===== src/rtl/acc_requant_pkg.sv =====
// rtl/acc_requant_pkg.sv - shared widths, lane/accumulator types and clamp limits for the requant packer
package acc_requant_pkg;

   localparam int DATA_WIDTH  = 16;
   localparam int ACCUM_WIDTH = 48;
   localparam int VEC         = 16;
   localparam int SHIFT_WIDTH = 6;
   localparam int LANE_IDX_W  = $clog2(VEC);

   typedef logic signed [DATA_WIDTH-1:0]  lane_t;
   typedef logic signed [ACCUM_WIDTH-1:0] acc_t;
   typedef logic signed [ACCUM_WIDTH:0]   sum_t;

   localparam lane_t LANE_MAX = {1'b0, {(DATA_WIDTH-1){1'b1}}};
   localparam lane_t LANE_MIN = {1'b1, {(DATA_WIDTH-1){1'b0}}};

   // Largest meaningful shift; anything above is clamped to this.
   localparam logic [SHIFT_WIDTH-1:0] SHIFT_MAX = SHIFT_WIDTH'(ACCUM_WIDTH - 1);

endpackage


===== src/rtl/requant_lane.sv =====
// rtl/requant_lane.sv - combinational shift clamp, round-half-up, ReLU and saturation of one lane
// Ports:
//   sum   : biased accumulator, ACCUM_WIDTH+1 bits signed
//   shift : right-shift amount (clamped to ACCUM_WIDTH-1)
//   relu  : force negative results to zero
//   lane  : requantized, saturated lane value
//   sat   : the saturation clamp was active
module requant_lane
   import acc_requant_pkg::*;
(
   input  sum_t                   sum,
   input  logic [SHIFT_WIDTH-1:0] shift,
   input  logic                   relu,
   output lane_t                  lane,
   output logic                   sat
);

   // One extra bit over sum_t so adding the rounding half never overflows.
   localparam int RW = ACCUM_WIDTH + 2;

   logic [SHIFT_WIDTH-1:0] sh;
   logic signed [RW-1:0]   half;
   logic signed [RW-1:0]   rounded;
   logic signed [RW-1:0]   r;
   logic                   in_range;

   always_comb begin
      sh = (shift > SHIFT_MAX) ? SHIFT_MAX : shift;
      half = '0;
      if (sh != '0) begin
         half[sh - 1'b1] = 1'b1;
      end
      rounded = {sum[ACCUM_WIDTH], sum} + half;
      r = rounded >>> sh;
      if (relu && r[RW-1]) begin
         r = '0;
      end
      // Fits in a lane when every bit above the lane MSB equals the sign.
      in_range = (&r[RW-1:DATA_WIDTH-1]) || !(|r[RW-1:DATA_WIDTH-1]);
      sat = !in_range;
      if (in_range) begin
         lane = r[DATA_WIDTH-1:0];
      end else begin
         lane = r[RW-1] ? LANE_MIN : LANE_MAX;
      end
   end

endmodule


===== src/rtl/acc_requant_packer.sv =====
// rtl/acc_requant_packer.sv - requantizes accumulator beats and packs VEC lanes into output vectors
// Ports:
//   clk, rst          : clock, asynchronous active-low reset
//   in_valid/in_ready : accumulator beat handshake
//   in_acc, in_bias   : signed accumulator and bias
//   in_shift, in_relu : per-beat requant controls
//   in_last           : last beat of a row, flushes a partial vector
//   out_valid/out_ready, out_data, out_mask, out_last : packed vector stream
//   sat_flag, sat_clr : sticky saturation indicator and its clear
module acc_requant_packer
   import acc_requant_pkg::*;
(
   input  logic                       clk,
   input  logic                       rst,
   input  logic                       in_valid,
   output logic                       in_ready,
   input  acc_t                       in_acc,
   input  acc_t                       in_bias,
   input  logic [SHIFT_WIDTH-1:0]     in_shift,
   input  logic                       in_relu,
   input  logic                       in_last,
   output logic                       out_valid,
   input  logic                       out_ready,
   output logic [VEC*DATA_WIDTH-1:0]  out_data,
   output logic [VEC-1:0]             out_mask,
   output logic                       out_last,
   output logic                       sat_flag,
   input  logic                       sat_clr
);

   logic stall;

   logic                   s1_valid;
   sum_t                   s1_sum;
   logic [SHIFT_WIDTH-1:0] s1_shift;
   logic                   s1_relu;
   logic                   s1_last;

   lane_t rq_lane;
   logic  rq_sat;

   logic  s2_valid;
   lane_t s2_lane;
   logic  s2_sat;
   logic  s2_last;

   logic [LANE_IDX_W-1:0]     lane_cnt;
   logic [VEC*DATA_WIDTH-1:0] pack_buf;
   logic [VEC*DATA_WIDTH-1:0] buf_next;
   logic [VEC-1:0]            mask_next;
   logic                      complete;
   logic                      p_write;

   // A held output vector freezes the whole pipeline.
   assign stall    = out_valid & ~out_ready;
   assign in_ready = ~stall;

   requant_lane u_requant (
      .sum   (s1_sum),
      .shift (s1_shift),
      .relu  (s1_relu),
      .lane  (rq_lane),
      .sat   (rq_sat)
   );

   always_comb begin
      p_write  = s2_valid & ~stall;
      complete = s2_last | (lane_cnt == LANE_IDX_W'(VEC - 1));
      buf_next = pack_buf;
      buf_next[lane_cnt*DATA_WIDTH +: DATA_WIDTH] = s2_lane;
      mask_next = '0;
      for (int i = 0; i < VEC; i++) begin
         mask_next[i] = (i <= int'(lane_cnt));
      end
   end

   always_ff @(posedge clk or negedge rst) begin
      if (!rst) begin
         s1_valid  <= 1'b0;
         s1_sum    <= '0;
         s1_shift  <= '0;
         s1_relu   <= 1'b0;
         s1_last   <= 1'b0;
         s2_valid  <= 1'b0;
         s2_lane   <= '0;
         s2_sat    <= 1'b0;
         s2_last   <= 1'b0;
         lane_cnt  <= '0;
         pack_buf  <= '0;
         out_valid <= 1'b0;
         out_data  <= '0;
         out_mask  <= '0;
         out_last  <= 1'b0;
         sat_flag  <= 1'b0;
      end else begin
         if (!stall) begin
            s1_valid <= in_valid;
            s1_sum   <= {in_acc[ACCUM_WIDTH-1], in_acc} + {in_bias[ACCUM_WIDTH-1], in_bias};
            s1_shift <= in_shift;
            s1_relu  <= in_relu;
            s1_last  <= in_last;

            s2_valid <= s1_valid;
            s2_lane  <= rq_lane;
            s2_sat   <= rq_sat;
            s2_last  <= s1_last;

            // Not stalled means the current vector (if any) is consumed now,
            // so out_valid simply follows whether a new vector completes.
            out_valid <= s2_valid & complete;
            if (s2_valid) begin
               if (complete) begin
                  out_data <= buf_next;
                  out_mask <= mask_next;
                  out_last <= s2_last;
                  lane_cnt <= '0;
                  pack_buf <= '0;
               end else begin
                  pack_buf <= buf_next;
                  lane_cnt <= lane_cnt + 1'b1;
               end
            end
         end

         // Set has priority over clear.
         if (p_write && s2_sat) begin
            sat_flag <= 1'b1;
         end else if (sat_clr) begin
            sat_flag <= 1'b0;
         end
      end
   end

endmodule


===== config.mk =====
export PLATFORM = sky130hd
export DESIGN_NAME = acc_requant_packer
export DESIGN_NICKNAME = d
export VERILOG_FILES = /design/src/rtl/acc_requant_pkg.sv /design/src/rtl/requant_lane.sv /design/src/rtl/acc_requant_packer.sv
export SDC_FILE = /design/constraint.sdc
export NUM_CORES = 2
export LEC_CHECK = 0
export CAP_MARGIN = 20
export CORE_AREA = 2 2 269 271
export DETAILED_ROUTE_END_ITERATION = 7
export DIE_AREA = 0 0 271 273
export PLACE_DENSITY = 0.71
export SLEW_MARGIN = 20
export SYNTH_ARGS = -nofsm -noshare
export SYNTH_HDL_FRONTEND = slang
export SYNTH_SLANG_ARGS = --single-unit

===== constraint.sdc =====
create_clock -name clk -period 18 [get_ports clk]
set_clock_uncertainty 0.1 [all_clocks]
set_input_delay 3.6 -clock clk [delete_from_list [all_inputs] [get_ports clk]]
set_output_delay 3.6 -clock clk [all_outputs]
set_load 0.01 [all_outputs]

==> impl_metrics.json <==
{
  "num_rows": 98,
  "htreeDepth": 3,
  "cp_slowest_stage_delay_ns": 0.84,
  "die_h_um": 273,
  "syn_area_um2": 35900,
  "n_antenna_cell": 0,
  "die_x_um": 271,
  "ys_ff_latch": 612,
  "synth_cell_types": 106,
  "antenna_left": 0,
  "dieArea_um2": 73980,
  "switching_share_pct": 46.78,
  "nets": 4743,
  "num_vias": 33540,
  "final_cell_mix": "770 x nand2_1, 612 x dfrtp_1, 565 x o21ai_0, 447 x nor2_1, 383 x clkdlybuf4s50_1",
  "place_congestion": 1.025,
  "setup_tns_ns": 0,
  "p_int_mw": 3.080,
  "slowest_stage": "a2111oi_0",
  "fin_hold_ws_ns": 0.3696,
  "syn_inst": 4324,
  "synth_edf_count": 0,
  "status": "completed",
  "clk_latency_ns": 0.62,
  "clkSlewWorstSetupHoldPaths_ns": 0.06,
  "path_class": "reg -> reg",
  "max-cap-violations": 0,
  "endpoint_kind": "register",
  "rsz0062_at_grt": "no",
  "synth_xor_area_share_pct": 1.777,
  "path_max_fanout": 48,
  "slew_viol_final": 0,
  "ff_latch_area_um2": 15310,
  "final-setup-viol-count": 0,
  "multiInputGateArea_um2": 19300,
  "synthMuxAreaShare_pct": 3.642,
  "synth_simple_gate_area_share_pct": 19.60,
  "yosysWarningCount": 0,
  "critPathRequiredTime_ns": 18.45,
  "worstPathArrival_ns": 9.59,
  "hold_path.class": "reg -> reg",
  "grt_pass1_wl_um": 184100,
  "power.switching_mw": 2.707,
  "min_period_over_period_pct": 50.75,
  "max_freq_mhz": 109.5,
  "num-fill-cells": 6337,
  "clockRootBuffer": "clkbuf_16",
  "period_needed_ns": 9.134,
  "synth_top_family_by_area": "compound AO/OA/AOI/OAI gates",
  "leakagePower_nw": 17.61,
  "core_area_um2": 71000,
  "synth_fp_nets": 4537,
  "grt_max_degree": 179,
  "power.share.sequential_pct": 29.3,
  "routed_wl_um": 119500,
  "drcViolationCount": 0,
  "synth-compound-area-share_pct": 24.82,
  "ios": 385,
  "maxSlewHeadroom_pct": 29.72,
  "synth-main-ff-cell": "dfrtp_1",
  "final_common_cell": "nand2_1",
  "cts_made_buffers": 66,
  "synthAdderAreaFrac_pct": 3.666,
  "synth.avg_cell_area_um2": 8.303,
  "p_clk_share_pct": 23.1,
  "syn2layout_area_growth_pct": 17.95,
  "cts.sinks": 612,
  "async_flop_share_pct": 100.0,
  "grt.total_usage_pct": 31.63,
  "antenna_found_initial": 1,
  "cts_tree": "done",
  "cellPowerDensity_nw_per_um2": 136.7,
  "post-place-ws_ns": 9.003,
  "seq_area_frac_synth_pct": 42.66,
  "drive_gt1_share_pct": 5.812,
  "first_pass_iters": 5,
  "drt-initial-drc-count": 3456,
  "cts_hold_buf": 0,
  "worstMarginPinSlew_ns": 1.050,
  "comb_power_share_pct": 47.6,
  "cpMostUsedCell": "a2111oi_0",
  "layout_setup_ws_ns": 8.866,
  "vias_per_cell": 6.068,
  "numPortBuffers": 384,
  "dp_hpwl_um": 86190,
  "overflow": 0,
  "initial_core_util_pct": 50.57,
  "hold_viol": 0,
  "startpoint_type": "register",
  "first_global_vias": 31180,
  "wire_per_inst_um": 21.62,
  "cts_setup_buffers": 0,
  "peakVddDrop_v": 0.00009471,
  "ctsResizeCount": 0,
  "clk_path_buf_depth": 3
}
flip-flops by register name, indices dropped and copies added, names as in the netlist, 4 cells and up:
| signal | flops |
|---|---|
| out_data | 256 |
| pack_buf | 256 |
| s1_sum | 49 |
| out_mask | 16 |
| s2_lane | 16 |
| s1_shift | 6 |
| lane_cnt | 4 |
power groups by stage:
stage | clock network, mW | logic, mW | registers [mW]
floorplan | 0 | 1.80 | 1.61
global placement | 0 | 2.67 | 1.70
detailed placement | 0 | 2.67 | 1.71
CTS | 1.35 | 2.68 | 1.68
global route | 1.41 | 2.97 | 1.70
finish | 1.34 | 2.75 | 1.70
cell families (layout without fill, tap and decap cells):
group                    count (synthesis)  in the layout
multiplexers                           120            120
flip-flops                             612            612
XOR/XNOR                                72             72
AND/OR/NAND/NOR                       1626           1626
adder cells (fa/ha/maj)                104            104
buffers and inverters                  342            595
other                                    1              1
AO/OA/AOI/OAI                         1447           1447
path summary, 6_finish.rpt:
| path | from | endpoint | slack, ns | cells after the start |
|---|---|---|---|---|
| setup / recovery | s1_shift[4] | s2_lane[3] | 8.87 | 28 |
| hold / removal | s1_valid | s1_valid | 0.37 | 2 |
| setup reg to reg | s1_shift[4] | s2_lane[3] | 8.87 | 28 |
| hold reg to reg | s1_valid | s1_valid | 0.37 | 2 |
| max in group asynchronous | rst | out_data[48] | 12.51 | 3 |
| min in group asynchronous | rst | out_data[217] | 3.00 | 1 |
cell type report:
type / instances / area share (%)
inverters: 42 / 0.3723
clock inverters: 15 / 0.4639
flip-flops and latches: 612 / 36.17
well taps: 950 / 2.807
repair buffers: 438 / 10.08
multi-input cells: 3370 / 45.58
clock buffers: 100 / 4.536
critical path: cells and delay by family, from the launching register on:
family / cells / cell delay (ns)
simple gates: 7 / 1.97
fa+ha+maj: 2 / 0.61
mux: 1 / 0.17
compound gates: 14 / 4.71
xor+xnor: 1 / 0.20
buf+inv: 3 / 0.94
flops: 1 / 0.33
per-stage QoR:
step / cell area (um^2) / instances / total power [mW] / utilization, %
CTS: 42320 / 5526 / 5.720 / 59.60
floorplan: 35900 / 4324 / 3.416 / -
finish: 42340 / 5527 / 5.787 / 59.64
global route: 42340 / 5527 / 6.083 / 59.64
detailed placement: 40200 / 5411 / 4.375 / 56.62
global placement: 40190 / 5411 / 4.374 / 56.61
layer usage:
layer	wire length, um	GRT usage [%]	share of wire, %	vias to the layer above
met5	0	0	0	-
met4	4905	12.53	4.1	0
met3	9776	6.230	8.2	267
met2	53260	48.63	45	1403
met1	51540	44.10	43	16070
li1	-	-	-	15800
Yosys cell counts (22+ instances only):
library cell | n | area share, %
dfrtp_1 | 612 | 43
or3_1 | 29 | 0.51
xnor2_1 | 39 | 0.95
xor2_1 | 32 | 0.78
nor2b_1 | 22 | 0.38
o21ai_1 | 23 | 0.32
a22o_1 | 79 | 1.9
nand2_1 | 771 | 8.1
a21o_1 | 50 | 1.0
nor2_1 | 450 | 4.7
ha_1 | 102 | 3.6
nand3_1 | 97 | 1.4
clkbuf_1 | 254 | 2.7
o21ai_0 | 565 | 7.9
a21oi_1 | 371 | 5.2
a31oi_1 | 42 | 0.73
o211ai_1 | 30 | 0.63
nand2b_1 | 23 | 0.40
nor3_1 | 74 | 1.0
and2_1 | 23 | 0.40
mux2i_1 | 98 | 2.7
inv_1 | 40 | 0.42
nand4_1 | 28 | 0.49
a211oi_1 | 40 | 0.84
Power figures use the tool's default switching activity.
